$ cat src/rtl/nth_prime_seeker.sv
// rtl/nth_prime_seeker.sv - walks candidates through an external primality tester and returns the Nth prime
// Optional feature macro: NTH_PRIME_SKIP_EVEN_EN (skip even candidates above 2)
module nth_prime_seeker #(
  parameter int WIDTH = 32
) (
  input  logic             clk,
  input  logic             rst_n,
  input  logic             req,
  input  logic [WIDTH-1:0] n,
  output logic             busy,
  output logic             valid,
  output logic             err,
  output logic [WIDTH-1:0] prime,
  output logic [WIDTH-1:0] tests,
  output logic             t_start,
  output logic [WIDTH-1:0] t_value,
  input  logic             t_result,
  input  logic             t_done
);

  typedef enum logic [2:0] {
    S_IDLE, S_LOW, S_HIGH, S_ARM, S_WAIT, S_EVAL, S_FIN
  } state_t;

  localparam logic [WIDTH-1:0] CAND_MAX = '1;
  localparam logic [WIDTH-1:0] CAND_TWO = WIDTH'(2);

  state_t           state;
  logic [WIDTH-1:0] n_lat;
  logic [WIDTH-1:0] cand;
  logic [WIDTH-1:0] found;
  logic             res;
  logic             fail;
  logic [WIDTH-1:0] cand_next;
  logic             at_limit;
  logic [WIDTH-1:0] found_sum;

`ifdef NTH_PRIME_SKIP_EVEN_EN
  assign cand_next = (cand == CAND_TWO) ? WIDTH'(3) : cand + WIDTH'(2);
  assign at_limit  = (cand >= CAND_MAX - WIDTH'(1));
`else
  assign cand_next = cand + WIDTH'(1);
  assign at_limit  = (cand == CAND_MAX);
`endif

  assign found_sum = found + WIDTH'(res);

  always_ff @(posedge clk) begin
    if (!rst_n) begin
      state   <= S_IDLE;
      busy    <= 1'b0;
      valid   <= 1'b0;
      err     <= 1'b0;
      prime   <= '0;
      tests   <= '0;
      t_start <= 1'b0;
      t_value <= '0;
      n_lat   <= '0;
      cand    <= '0;
      found   <= '0;
      res     <= 1'b0;
      fail    <= 1'b0;
    end else begin
      valid <= 1'b0;
      case (state)
        S_IDLE: begin
          t_start <= 1'b0;
          if (req) begin
            prime <= '0;
            tests <= '0;
            err   <= 1'b0;
            if (n == '0) begin
              fail  <= 1'b1;
              state <= S_FIN;
            end else begin
              n_lat   <= n;
              cand    <= CAND_TWO;
              t_value <= CAND_TWO;
              found   <= '0;
              fail    <= 1'b0;
              busy    <= 1'b1;
              state   <= S_LOW;
            end
          end
        end
        S_LOW: begin
          t_start <= 1'b1;
          tests   <= tests + WIDTH'(1);
          state   <= S_HIGH;
        end
        S_HIGH: state <= S_ARM;
        // A t_done left high by the previous transaction must fall before a new one counts.
        S_ARM: if (!t_done) state <= S_WAIT;
        S_WAIT: begin
          if (t_done) begin
            res     <= t_result;
            t_start <= 1'b0;
            state   <= S_EVAL;
          end
        end
        S_EVAL: begin
          if (res) found <= found_sum;
          if (found_sum == n_lat) begin
            state <= S_FIN;
          end else if (at_limit) begin
            fail  <= 1'b1;
            state <= S_FIN;
          end else begin
            cand    <= cand_next;
            t_value <= cand_next;
            state   <= S_LOW;
          end
        end
        S_FIN: begin
          valid <= 1'b1;
          busy  <= 1'b0;
          err   <= fail;
          prime <= fail ? '0 : cand;
          state <= S_IDLE;
        end
        default: state <= S_IDLE;
      endcase
    end
  end

endmodule
$ cat config.mk
export PLATFORM = sky130hd
export DESIGN_NAME = nth_prime_seeker
export DESIGN_NICKNAME = d
export VERILOG_FILES = /design/src/rtl/nth_prime_seeker.sv
export SDC_FILE = /design/constraint.sdc
export NUM_CORES = 1
export LEC_CHECK = 0
export BUFFER_PORTS_ARGS = -buffer_cell sky130_fd_sc_hd__buf_2
export CORE_MARGIN = 5
export CORE_UTILIZATION = 57
export DETAILED_ROUTE_END_ITERATION = 16
export PLACE_DENSITY = 0.8
export SYNTH_ARGS = -nofsm -noshare
export SYNTH_HDL_FRONTEND = slang
export SYNTH_SLANG_ARGS = --single-unit
export TNS_END_PERCENT = 5
$ cat constraint.sdc
create_clock -name clk -period 4.22 [get_ports clk]
set_input_delay 0.844 -clock clk [delete_from_list [all_inputs] [get_ports clk]]
set_output_delay 0.844 -clock clk [all_outputs]
set_load 0.03 [all_outputs]
==> impl_results.md, run 1 <==
- Net count reported at finish: 1,222
- Synth Warn #: 0
- Worst Path Buf+Inv: 1
- Root Buffer: clkbuf_16
- Clock Path Buffers: 2
- Met2 wire len: 10,800 um
- Clock network power share: 45.8%
- RSZ-0062 raised after global routing: false
- Static leakage: 3.92 nW
- Multi-input logic area: 4970 sq um
- Top_reg_cell synth: dfxtp_1
- Synth Net Count: 1,118
- Drt wl/cell: 16.4 um
- DP HPWL: between 15,000 and 20,000 um
- Clock latency on the worst-skew pair: 420 ps
- Worst path cell trace: ha_1 -> ha_1 -> nand3_1 -> or4_4 -> nor4_4 -> nor2_1 -> or4b_4 -> nor4_4 -> a21boi_4 -> a21oi_4 -> buf_12 -> or3_1 -> a21oi_1
- CP required: about 4500 ps
- Share of cells above drive strength 1: 16.9%
- Slew HR: 30.5%
- Register area: ~3400 sq um
- DIE HEIGHT: 133 um
- Sw power: 0.000879 W
- Top cells by area, synth: dfxtp_1 39%, nand2_1 6.2%, a21boi_0 4.6%
- Finished Core Util: 66.9%
- Post-DP Area: around 9400 sq um
- Worst hold start: n_lat[24]
- TritonCTS Sinks: 169
- Die Footprint: 17,700 sq um
- Crit Reg-Reg Startpoint: res
- Fmax: roughly 0.25 GHz
- Grt ovf: 0
- Period minus WS final: 3980 ps
- Synth cell types: 62
- Crit-path leading delay family: simple AND/OR/NAND/NOR gates
- Setup CP Type: flip-flop to flip-flop
- Initial Utilization: roughly 58%
- Post-DRT Antenna Nets: 0
- IO Count: 137
- Top sig layer: met5
- Number of buffers created by CTS: 17
- Fillers: between 1,000 and 1,500
- Syn_area_per_cell: 8.04 sq um
- DIE WIDTH: around 130 um
- Status: finished, final reports clean
- Maxcap violations: 0
- Setup TNS: 0 ps
- GRT Total Usage: ~25%
- Synth top area share: 39.1%
- M1 WL: roughly 9800 um
- Largest net degree at the start of global routing: 90
- Final Setup Violations: 0
- Final hold vios: 0
- PortBufs: 136
- Crit Path Max Fanout: 46
- Area leader, netlist: dfxtp_1
- Reg power frac: 45.7%
- Vias: 8,271
- Pre-antenna DRT Iters: 6
- First-pass GRT wire length: 37,300 um
- Fin Clk Skew: 9.21 ps
- Final WL: between 20,000 and 25,000 um
- Critical path startpoint category: flip-flop
- Final worst path period share: 94.2%
- Routed vias/inst: 5.99
- Critical Path Max Stage Delay: between 600 and 700 ps
- Slew @ Worst Pin: around 1000 ps
- Post-CTS Hold Buffers: 0
- Net Sw Frac: between 20% and 30%
- Worst VDD drop: 0.000359 V
- Antenna diodes: 0
- Vias in the first global route: 7,661
- Arr. time, crit path: 4230 ps
- Clock Pin Slew Worst Setup and Hold Paths: 60 ps
- Row cnt: 45
- Worst min-delay path class: flip-flop to flip-flop
- Initial antenna violation count: 1
- EDFF count, synth: 0
- H-tree levels: 4
- Drt drc: 0
- Combinational Power Share: 8.5%
- Post-synthesis sequential area ratio: 39.1%
- Number of synthesized register bits: 169
- Placeable Area: 15,000 sq um
- Power per cell area: 360 nW/um^2
- Final Slew Violations: 0
- Final Wtd Congestion: 0.903
- DRT iter0 DRCs: around 700
- Area grow syn2layout: 16.3%
- CP Launch Point: res
- Met3 Routed Length: 1570 um
- CP endpoint kind: flip-flop
- Fraction of registers with async set/reset: 0%
- Post-route cell area: 10,100 sq um
- Post-synthesis cell area: 8650 sq um
- Slowest CP cell: or4_4
- Most frequent cells in the layout: 169 x dfxtp_1, 144 x nand2_1, 135 x buf_2, 58 x o21ai_0, 57 x nand3_1
- Commonest non-fill, non-tap cell in the layout: dfxtp_1
- Internal: 0.00275 W
- CTS tree: built
- Syn Inst Count: 1,076
## cells by family (layout without fill, tap and decap cells)
family,Yosys count,after routing,share of synthesized area [%]
AO/OA/AOI/OAI,266,266,19.7
XOR/XNOR,54,54,5.47
adder cells (fa/ha/maj),5,5,0.723
buffers and inverters,75,191,3.63
flip-flops,169,169,39.1
multiplexers,8,8,0.925
AND/OR/NAND/NOR,499,499,30.5
## worst paths after layout
check	endpoint	slack, ps	depth (start not counted)
max	cand[10]	240	13
min	n_lat[24]	470	2
max reg2reg	cand[10]	240	13
min reg2reg	n_lat[24]	470	2
## layer usage
layer | vias to the layer above | track usage (%)
met4 | 2 | 9.54
met3 | 52 | 6.34
li1 | 4042 | -
met2 | 311 | 40.2
met5 | - | 0
met1 | 3864 | 32.7
## flip-flops by register name, summed over array words and instances (netlist names)
name     count
cand        32
found       32
n_lat       32
prime       32
tests       32
state        3
busy         1
err          1
fail         1
res          1
t_start      1
valid        1
## power groups by stage
| stage | combinational (W) | clock, W | sequential (W) |
|---|---|---|---|
| floorplan | 0.000220 | 0 | 0.00169 |
| finish | 0.000309 | 0.00166 | 0.00166 |
| CTS | 0.000308 | 0.00169 | 0.00166 |
| global route | 0.000340 | 0.00177 | 0.00166 |
| detailed placement | 0.000305 | 0 | 0.00169 |
| global placement | 0.000302 | 0 | 0.00169 |
## cell usage after synthesis, drive strengths merged (11+ instances only)
cell and n:
nand3 57, nor2b 50, nand2 144, clkbuf 55, or3 31, xnor2 37, a21oi 53, and2 36
nor4 20, nor2 57, dfxtp 169, buf 11, a21boi 54, o21ai 82, xor2 17, nand4 31
nor3 14, and3 31, a22oi 36
## final cells by class
type	instances	share of cell area (%)
Sequential cell	169	33.6
Tap cell	188	2.34
Inverter	9	0.336
Multi-Input combinational cell	832	49.4
Clock inverter	13	1.92
Timing Repair Buffer	151	8.03
Clock buffer	18	4.37
## what timing repair did
| action | 4_1_cts | 5_1_grt |
|---|---|---|
| setup endpoints to repair | 0 | 24 |
| endpoints found under the hold margin | 0 | 0 |
| setup buffers | 0 | 0 |
| resized for setup | 0 | 1 |
## worst min-delay path: stages (launching register included)
cell,delay [ps]
dfxtp_1,310
nand2_1,50
a21boi_0,60
## stage by stage
stage	hold WS (ps)	cells	setup slack (ps)	total power, W
finish	471	1380	243	0.00363
CTS	475	1380	139	0.00365
floorplan	439	1076	475	0.00191
global route	500	1380	18.3	0.00377
global placement	457	1349	328	0.00199
detailed placement	466	1349	197	0.00200
Note: power is estimated with default switching activity, not from simulation.
==> run 2: changes to the inputs <==
--- a/config.mk
+++ b/config.mk
@@ -7,9 +7,9 @@
 export LEC_CHECK = 0
 export BUFFER_PORTS_ARGS = -buffer_cell sky130_fd_sc_hd__buf_2
 export CORE_MARGIN = 5
-export CORE_UTILIZATION = 57
+export CORE_UTILIZATION = 60
 export DETAILED_ROUTE_END_ITERATION = 16
-export PLACE_DENSITY = 0.8
+export PLACE_DENSITY = 0.84
 export SYNTH_ARGS = -nofsm -noshare
 export SYNTH_HDL_FRONTEND = slang
 export SYNTH_SLANG_ARGS = --single-unit
==> constraint.sdc (replaced) <==
create_clock -name clk -period 4.6 [get_ports clk]
set_input_delay 0.92 -clock clk [delete_from_list [all_inputs] [get_ports clk]]
set_output_delay 0.92 -clock clk [all_outputs]
set_load 0.03 [all_outputs]
==> impl_results.md, run 2 (synthesized netlist as in run 1, its figures left out) <==
- Placeable Area: 14,000 sq um (-6.9%)
- R2r setup slk: 380 ps (+140 ps)
- DRT iter0 DRCs: 789 (+13%)
- Post-DRT Antenna Nets: 0 (unchanged)
- Register area: 3380 sq um (unchanged)
- Row cnt: 43 (-4.4%)
- Slew @ Worst Pin: 917 ps (-123 ps)
- Worst Path Buf+Inv: 1 (unchanged)
- Initial antenna violation count: 1 (unchanged)
- Reg2reg path depth: 13 (unchanged)
- Setup TNS: 0 ps (unchanged)
- Slew HR: 38.3% (+7.8 points)
- H-tree levels: 4 (unchanged)
- Drt wl/cell: 16.8 um (+2.0%)
- Power per cell area: 329 nW/um^2 (-8.6%)
- Final Slew Violations: 0 (unchanged)
- Fmax: 0.237 GHz (-5.8%)
- Final worst path period share: 91.8% (-2.5 points)
- R2R Path End: cand[28]
- Post-CTS setup buffers: 0 (unchanged)
- Slowest CP cell: or4_1
- Arr. time, crit path: 4530 ps (+300 ps)
- CP endpoint kind: flip-flop
- Grt ovf: 0 (unchanged)
- Share of cells above drive strength 1: 16.8% (-0.098 points)
- DIE WIDTH: 130 um (-2.3%)
- Clock latency on the worst-skew pair: 430 ps (about the same)
- Root Buffer: clkbuf_16
- TritonCTS Sinks: 169 (unchanged)
- Worst min-delay path class: flip-flop to flip-flop
- Worst path depth: 13 (unchanged)
- Largest net degree at the start of global routing: 88 (-2.2%)
- Crit Reg-Reg Startpoint: found[0]
- Crit-path leading delay family: simple AND/OR/NAND/NOR gates
- Worst VDD drop: 0.000276 V (-23%)
- Finished Layout Cells: 1,373 (-0.51%)
- Static leakage: 3.91 nW (-0.42%)
- Post-CTS Hold Buffers: 0 (unchanged)
- Most frequent cells in the layout: 169 x dfxtp_1, 144 x nand2_1, 135 x buf_2, 58 x o21ai_0, 57 x nand3_1
- Commonest non-fill, non-tap cell in the layout: dfxtp_1
- RSZ-0062 raised after global routing: false
- Initial Utilization: 61.9% (+4.3 points)
- PortBufs: 136 (unchanged)
- DIE HEIGHT: 130 um (-2.3%)
- GRT Total Usage: 26.9% (+1.9 points)
- Worst path cell trace: ha_1 -> ha_1 -> nand3_1 -> or4_1 -> nor4_4 -> nor2_1 -> or4b_4 -> nor4_4 -> a21boi_4 -> a21oi_4 -> buf_4 -> or3_1 -> a21oi_1
- Multi-input logic area: 4960 sq um (about the same)
- First-pass GRT wire length: 37,000 um (-0.89%)
- Fillers: 1,158 (-7.7%)
- Routed vias/inst: 6.06 (+1.1%)
- Critical Path Max Stage Delay: 730 ps (+120 ps)
- CTS tree: built
- CTS-repair resized insts: 0 (unchanged)
- Net count reported at finish: 1,222 (unchanged)
- Fin Clk Skew: 6.92 ps (-2.28 ps)
- Area grow syn2layout: 15.8%
- Crit Path Max Fanout: 46 (unchanged)
- Vias: 8,317 (+0.56%)
- DP HPWL: 15,800 um (+1.4%)
- Drt drc: 0 (unchanged)
- Number of buffers created by CTS: 17 (unchanged)
- CP Launch Point: found[0]
- Period minus WS final: 4220 ps (+244 ps)
- Clock Path Buffers: 2 (unchanged)
- Hold path depth: 2 (unchanged)
- Setup CP Type: flip-flop to flip-flop
- Antenna diodes: 0 (unchanged)
- Worst hold start: n_lat[24]
- Dpl cells: 1,341 (-0.59%)
- Vias in the first global route: 7,609 (-0.68%)
- Status: finished, final reports clean
- Maxcap violations: 0 (unchanged)
- CP required: 4910 ps (+430 ps)
- Die Footprint: 16,900 sq um (-4.6%)
- Clock Pin Slew Worst Setup and Hold Paths: 70 ps (about the same)
- Final WL: 23,000 um (+1.5%)
- Pre-antenna DRT Iters: 5 (-1)
- Final Setup Violations: 0 (unchanged)
- Hold Path End: n_lat[24]
- IO Count: 137 (unchanged)
- Final Wtd Congestion: 0.964 (+6.8%)
- Critical path startpoint category: flip-flop
- Final hold vios: 0 (unchanged)
-- run 2: final cells by class --
type | instances | area share, %
clock buffer | 20 | 4.56
tap | 180 | 2.25
timing repair buffer | 151 | 7.94
sequential | 169 | 33.7
multi-input combinational | 832 | 49.5
inverter | 9 | 0.337
clock inverter | 12 | 1.65
-- run 2: worst max path at each step --
stage / endpoint
3_3_place_gp: cand[24]
2_1_floorplan: cand[24]
3_5_place_dp: cand[28]
5_1_grt: cand[29]
4_1_cts: cand[28]
6_report: cand[28]
-- run 2: layer usage --
layer	part of all wire (%)	up-vias	global-route usage, %
met3	9.1	51	7.61
li1	-	4056	-
met1	42	3862	35.8
met2	46	346	41.9
met4	2.2	2	9.78
met5	0.065	-	0
-- run 2: report_power, final --
part           total (W)  switching, W  internal [W]
logic           0.000282      0.000182     0.0000993
registers        0.00152     0.0000298       0.00149
clock network    0.00150      0.000610      0.000891
-- run 2: worst reg2reg max path, stage by stage, from the launching register on --
cell,delay [ps]
dfxtp_1,360
ha_1,180
ha_1,270
nand3_1,220
or4_1,730
nor4_4,430
nor2_1,80
or4b_4,530
nor4_4,350
a21boi_4,150
a21oi_4,180
buf_4,370
or3_1,190
a21oi_1,70
-- run 2: metrics by stage --
stage / cell area (sq um) / hold WS [ps] / setup WS, ps / util [%] / power, W
6_report: 10000 / 467 / 378 / 71.7 / 0.00330
5_1_grt: 10000 / 492 / 123 / 71.7 / 0.00342
4_1_cts: 10000 / 472 / 369 / 71.7 / 0.00331
3_5_place_dp: 9400 / 463 / 390 / 67.2 / 0.00183
3_3_place_gp: 9400 / 454 / 562 / 67.2 / 0.00182
2_1_floorplan: 8650 / 439 / 855 / - / 0.00175
